### src/rtl/pipe_stage_reg_pkg.sv
// pipe_stage_reg_pkg
//   Shared definitions for the CPU inter-stage pipeline registers.
//   - Stage payload field widths and bit offsets, so every stage packs its
//     bundle the same way.
//   - Reset/INIT constants for valid bits, data and counters.
//   - Default stall-counter width.
package pipe_stage_reg_pkg;

    // Default stall counter width used by pipe_stage_reg and the hazard unit
    localparam int CNT_W_DEF = 16;

    // Stage payload field widths
    localparam int PC_W     = 32;
    localparam int ALU_W    = 32;
    localparam int MEMD_W   = 32;
    localparam int WBSRC_W  = 2;
    localparam int RD_W     = 5;
    localparam int REGWE_W  = 1;

    // Field offsets, packed LSB-first: regwe | rd | wbsrc | memd | alu | pc
    localparam int REGWE_OFS = 0;
    localparam int RD_OFS    = REGWE_OFS + REGWE_W;
    localparam int WBSRC_OFS = RD_OFS    + RD_W;
    localparam int MEMD_OFS  = WBSRC_OFS + WBSRC_W;
    localparam int ALU_OFS   = MEMD_OFS  + MEMD_W;
    localparam int PC_OFS    = ALU_OFS   + ALU_W;
    localparam int BUNDLE_W  = PC_OFS    + PC_W;

    // Reset values
    localparam logic INIT_VALID    = 1'b0;
    localparam logic INIT_DATA_BIT = 1'b0;
    localparam logic INIT_CNT_BIT  = 1'b0;

endpackage

### src/rtl/pipe_stall_counter.sv
// pipe_stall_counter
//   Saturating event counter with synchronous clear. Clear wins over
//   increment; the count sticks at all-ones once reached.
// Ports:
//   clk   - rising-edge clock
//   rst   - asynchronous active-high reset (count -> 0)
//   clr   - synchronous clear
//   inc   - count this cycle
//   cnt_o - current count
module pipe_stall_counter
    import pipe_stage_reg_pkg::*;
#(
    parameter int CNT_W = CNT_W_DEF
) (
    input  logic             clk,
    input  logic             rst,
    input  logic             clr,
    input  logic             inc,
    output logic [CNT_W-1:0] cnt_o
);

    localparam logic [CNT_W-1:0] CNT_MAX = {CNT_W{1'b1}};

    logic [CNT_W-1:0] cnt_q;
    logic [CNT_W-1:0] cnt_d;

    always_comb begin
        cnt_d = cnt_q;
        if (clr) begin
            cnt_d = {CNT_W{INIT_CNT_BIT}};
        end else if (inc && (cnt_q != CNT_MAX)) begin
            cnt_d = cnt_q + CNT_W'(1);
        end
    end

    always_ff @(posedge clk or posedge rst) begin
        if (rst) begin
            cnt_q <= {CNT_W{INIT_CNT_BIT}};
        end else begin
            cnt_q <= cnt_d;
        end
    end

    assign cnt_o = cnt_q;

endmodule

### src/rtl/pipe_stage_reg.sv
// pipe_stage_reg
//   Inter-stage pipeline register with valid/ready handshake, synchronous
//   flush, optional skid entry (registered in_ready) and a saturating
//   stall-cycle counter.
// Ports:
//   clk, rst          - clock, asynchronous active-high reset
//   flush             - kill held entries and the current input
//   in_valid/in_ready - upstream handshake, in_data payload
//   out_valid/out_ready - downstream handshake, out_data payload
//   stall_cnt         - cycles with out_valid & !out_ready (saturating)
//   clr_cnt           - synchronous clear of stall_cnt
module pipe_stage_reg
    import pipe_stage_reg_pkg::*;
#(
    parameter int DATA_W  = 32,
    parameter bit SKID_EN = 1'b1,
    parameter int CNT_W   = CNT_W_DEF
) (
    input  logic              clk,
    input  logic              rst,
    input  logic              flush,
    input  logic              in_valid,
    output logic              in_ready,
    input  logic [DATA_W-1:0] in_data,
    output logic              out_valid,
    input  logic              out_ready,
    output logic [DATA_W-1:0] out_data,
    output logic [CNT_W-1:0]  stall_cnt,
    input  logic              clr_cnt
);

    logic              main_valid_q, main_valid_d;
    logic [DATA_W-1:0] main_data_q,  main_data_d;
    logic              skid_valid_q, skid_valid_d;
    logic [DATA_W-1:0] skid_data_q,  skid_data_d;
    // Low during reset and set on the first edge after it, so in_ready
    // stays low while rst is asserted.
    logic              alive_q;

    logic in_fire;
    logic out_fire;

    assign in_fire  = in_valid & in_ready;
    assign out_fire = main_valid_q & out_ready;

    generate
        if (SKID_EN) begin : g_skid
            // Built only from flops, so no combinational path from out_ready.
            assign in_ready = alive_q & ~skid_valid_q;

            always_comb begin
                main_valid_d = main_valid_q;
                main_data_d  = main_data_q;
                skid_valid_d = skid_valid_q;
                skid_data_d  = skid_data_q;
                if (flush) begin
                    // Only the valid bits drop; data registers hold.
                    main_valid_d = 1'b0;
                    skid_valid_d = 1'b0;
                end else if (skid_valid_q) begin
                    // in_ready is low here, so no input can collide.
                    if (out_fire) begin
                        main_data_d  = skid_data_q;
                        skid_valid_d = 1'b0;
                    end
                end else if (main_valid_q) begin
                    if (out_ready) begin
                        main_valid_d = in_fire;
                        if (in_fire) begin
                            main_data_d = in_data;
                        end
                    end else if (in_fire) begin
                        skid_valid_d = 1'b1;
                        skid_data_d  = in_data;
                    end
                end else if (in_fire) begin
                    main_valid_d = 1'b1;
                    main_data_d  = in_data;
                end
            end
        end else begin : g_noskid
            assign in_ready = alive_q & (~main_valid_q | out_ready);

            always_comb begin
                main_valid_d = main_valid_q;
                main_data_d  = main_data_q;
                skid_valid_d = 1'b0;
                skid_data_d  = skid_data_q;
                if (flush) begin
                    main_valid_d = 1'b0;
                end else if (in_fire) begin
                    main_valid_d = 1'b1;
                    main_data_d  = in_data;
                end else if (out_fire) begin
                    main_valid_d = 1'b0;
                end
            end
        end
    endgenerate

    always_ff @(posedge clk or posedge rst) begin
        if (rst) begin
            alive_q      <= 1'b0;
            main_valid_q <= INIT_VALID;
            skid_valid_q <= INIT_VALID;
            main_data_q  <= {DATA_W{INIT_DATA_BIT}};
            skid_data_q  <= {DATA_W{INIT_DATA_BIT}};
        end else begin
            alive_q      <= 1'b1;
            main_valid_q <= main_valid_d;
            skid_valid_q <= skid_valid_d;
            main_data_q  <= main_data_d;
            skid_data_q  <= skid_data_d;
        end
    end

    assign out_valid = main_valid_q;
    assign out_data  = main_data_q;

    pipe_stall_counter #(
        .CNT_W (CNT_W)
    ) u_stall_cnt (
        .clk   (clk),
        .rst   (rst),
        .clr   (clr_cnt),
        .inc   (main_valid_q & ~out_ready),
        .cnt_o (stall_cnt)
    );

endmodule

### config.mk
export PLATFORM = sky130hd
export DESIGN_NAME = pipe_stage_reg
export DESIGN_NICKNAME = d
export VERILOG_FILES = /design/src/rtl/pipe_stage_reg_pkg.sv /design/src/rtl/pipe_stall_counter.sv /design/src/rtl/pipe_stage_reg.sv
export SDC_FILE = /design/constraint.sdc
export NUM_CORES = 1
export LEC_CHECK = 0
export ABC_AREA = 1
export CAP_MARGIN = 10
export CORE_MARGIN = 3
export CORE_UTILIZATION = 50
export CTS_CLUSTER_SIZE = 24
export DETAILED_ROUTE_END_ITERATION = 10
export PLACE_DENSITY = 0.86
export REMOVE_ABC_BUFFERS = 1
export SYNTH_ARGS = -nofsm -noshare
export SYNTH_HDL_FRONTEND = slang
export SYNTH_SLANG_ARGS = --single-unit
export TNS_END_PERCENT = 1
### constraint.sdc
create_clock -name clk -period 3.27 [get_ports clk]
set_input_delay 0.8175 -clock clk [delete_from_list [all_inputs] [get_ports clk]]
set_output_delay 0.8175 -clock clk [all_outputs]
set_load 0.02 [all_outputs]
==> flow_summary.ini <==
[synth]
yosysWarningCount = 0
synth_edf_count = 0
synth_flop_cell = dfrtp_1
synth_top_cell_area_share_pct = 52.1
synth_top_cell_by_area = dfrtp_1
synth.yosys.seq_area_share_pct = 52.1
synth_cell_type_count = 31
synth_area_mm2 = 0.00399
synthCells = 506
synth_most_common_cell = nand2_1
synth_area_per_cell_um2 = 7.88
synth_seq_cells = 83
ys_async_sr_fraction_pct = 100
synth_top_cells_by_count = 147 x nand2_1, 83 x dfrtp_1, 82 x o21ai_0, 80 x inv_1, 27 x nor2_1
yosys-top-cells-area = dfrtp_1 52%, nand2_1 14%, o21ai_0 10%

[timing]
slew_headroom_pct = 53.1
drv_slew = 0
period_needed_ns = 2.61
worstMarginPinSlew_ns = 0.702
rsz0062_at_grt = no
hold_viol_final = 0
period_share_pct = 79.8
finClkSkew_ns = 0.00981
fin_setup_tns_ns = 0
fmax_ghz = 0.383
setup_viol_count_final = 0

[floorplanning]
core_mm2 = 0.00749
pin_count = 88
initial_core_util_pct = 53.3
die_y_um = 95.3
chipWidth_um = 95.3
std_cell_rows = 31
dieArea_mm2 = 0.00908

[clocking]
clkLatencyLatePin_ns = 0.34
clock_sinks = 83
path_clk_slew_ns = 0.08
root_buffer = clkbuf_8
htree_levels = 3
cts_resized = 0
cts_buffers = 9
clockBufferDepth = 2
post_cts_buffers = 0
cts_hold_buf = 0
tritoncts = built

[final_layout]
instances_no_fill = 693
nNetsFinal = 629
fin_area_mm2 = 0.00512
n_antenna_cell = 0
drive_above_1_share_pct = 5.39
area_growth_syn_to_layout_pct = 28.4

[global_routing]
antenna_found_initial = 0
grt_max_degree = 42
grt_pass1_wl_um = 14700
grt-ovfl-total = 0
track_usage_pct = 20.7
grt_pass1_vias = 3251

[worst_setup_path]
cp-end-kind = primary output
worstPathArrival_ns = 1.79
crit_required_ns = 2.45
crit_path_start_kind = flop
critPathKind = reg -> out
critPathMaxFanout = 18

[drt]
wire_per_inst_um = 12.6
wirelength_um = 8740
drtIter0Drc = 175
route.vias.total = 3465
vias_per_cell = 5.00
drt_pass1_iterations = 4
drc_errors = 0
ant_nets = 0

[placement]
place_hpwl_um = 6260
dp.cells = 678
port_buffers = 87
placed_cell_area_mm2 = 0.00493
place.gp.congestion = 0.878

[pwr]
total_power_mw = 2.78
p_per_area_mw_per_mm2 = 542
p_leak_nw = 2.43
vdd_ir_drop_max_uv = 235

[worst_hold_path]
hp-class = reg -> reg

[outcome]
status = finished clean

[job]
max_cap_violations = 0
power breakdown:
group	switching, mW	leakage (nW)	internal, mW	total (mW)
Combinational	0.381	1.32	0.327	0.708
Clock	0.339	0.0995	0.390	0.729
Sequential	0.101	1.01	1.24	1.34
kinds of logic after synthesis:
group,share of synthesized area [%]
AND/OR/NAND/NOR,21.6
AO/OA/AOI/OAI,14.1
buffers and inverters,10.9
flip-flops,52.1
XOR/XNOR,0.878
adder cells (fa/ha/maj),0.314
other,0.0940
registers in the layout (all words and copies together), names as in the netlist:
| name | cells |
|---|---|
| skid_data_q | 32 |
| out_valid | 1 |
| skid_valid_q | 1 |
| u_stall_cnt.cnt_o | 16 |
| alive_q | 1 |
| out_data | 32 |
metal layers:
metal | vias to the layer above | GRT usage, % | routed length, um | part of all wire [%]
met5 | - | 0 | 0 | 0
met4 | 0 | 6.13 | 85 | 0.97
met3 | 10 | 5.05 | 526 | 6.0
met2 | 105 | 33.9 | 4290 | 49
met1 | 1611 | 27.3 | 3840 | 44
li1 | 1739 | - | - | -
area by class of cell:
cell class / instances / area [um^2]
fill: 596 / 2360
sequential: 83 / 2080
multi-input combinational: 319 / 1480
timing repair buffer: 95 / 943
inverter: 82 / 309
clock buffer: 13 / 159
tap: 99 / 124
clock inverter: 2 / 35.0
layout by cell type (no fill, tap or decap), types with 2 or more instances in the layout:
cell / netlist / final
o21ai_0: 82 / 82
inv_1: 80 / 79
nand3_1: 17 / 17
clkbuf_8: 0 / 11
xor2_1: 2 / 2
nand4_1: 8 / 8
clkdlybuf4s50_1: 0 / 87
o21ai_1: 9 / 9
a21oi_1: 11 / 11
nor2_1: 27 / 27
inv_2: 2 / 2
clkbuf_1: 8 / 2
nor2_2: 2 / 2
xnor2_1: 2 / 2
clkinv_2: 0 / 2
dfrtp_1: 83 / 83
buf_4: 2 / 7
nand2_1: 147 / 147
through the flow:
step / hold WS, ns / utilization, % / worst slack [ns]
5_1_grt: 0.538 / 68.4 / 0.580
3_5_place_dp: 0.514 / 65.8 / 0.859
3_3_place_gp: 0.509 / 65.8 / 0.915
6_report: 0.522 / 68.4 / 0.660
4_1_cts: 0.528 / 68.4 / 0.633
2_1_floorplan: 0.495 / - / 0.316
worst max-delay path: stages, from the launching register on:
cell	delay (ns)
dfrtp_1	0.61
nor2_8	0.22
clkdlybuf4s50_1	0.62
path summary, 6_finish.rpt:
kind	start	to	slack, ns	depth (start not counted)
setup / recovery	skid_valid_q	in_ready	0.66	2
hold / removal	out_data[8]	out_data[8]	0.52	2
setup reg to reg	skid_valid_q	out_data[30]	1.26	6
hold reg to reg	out_data[8]	out_data[8]	0.52	2
max in group asynchronous	rst	out_data[10]	1.78	3
min in group asynchronous	rst	skid_data_q[24]	0.89	2
(Power assumes the default switching activity.)
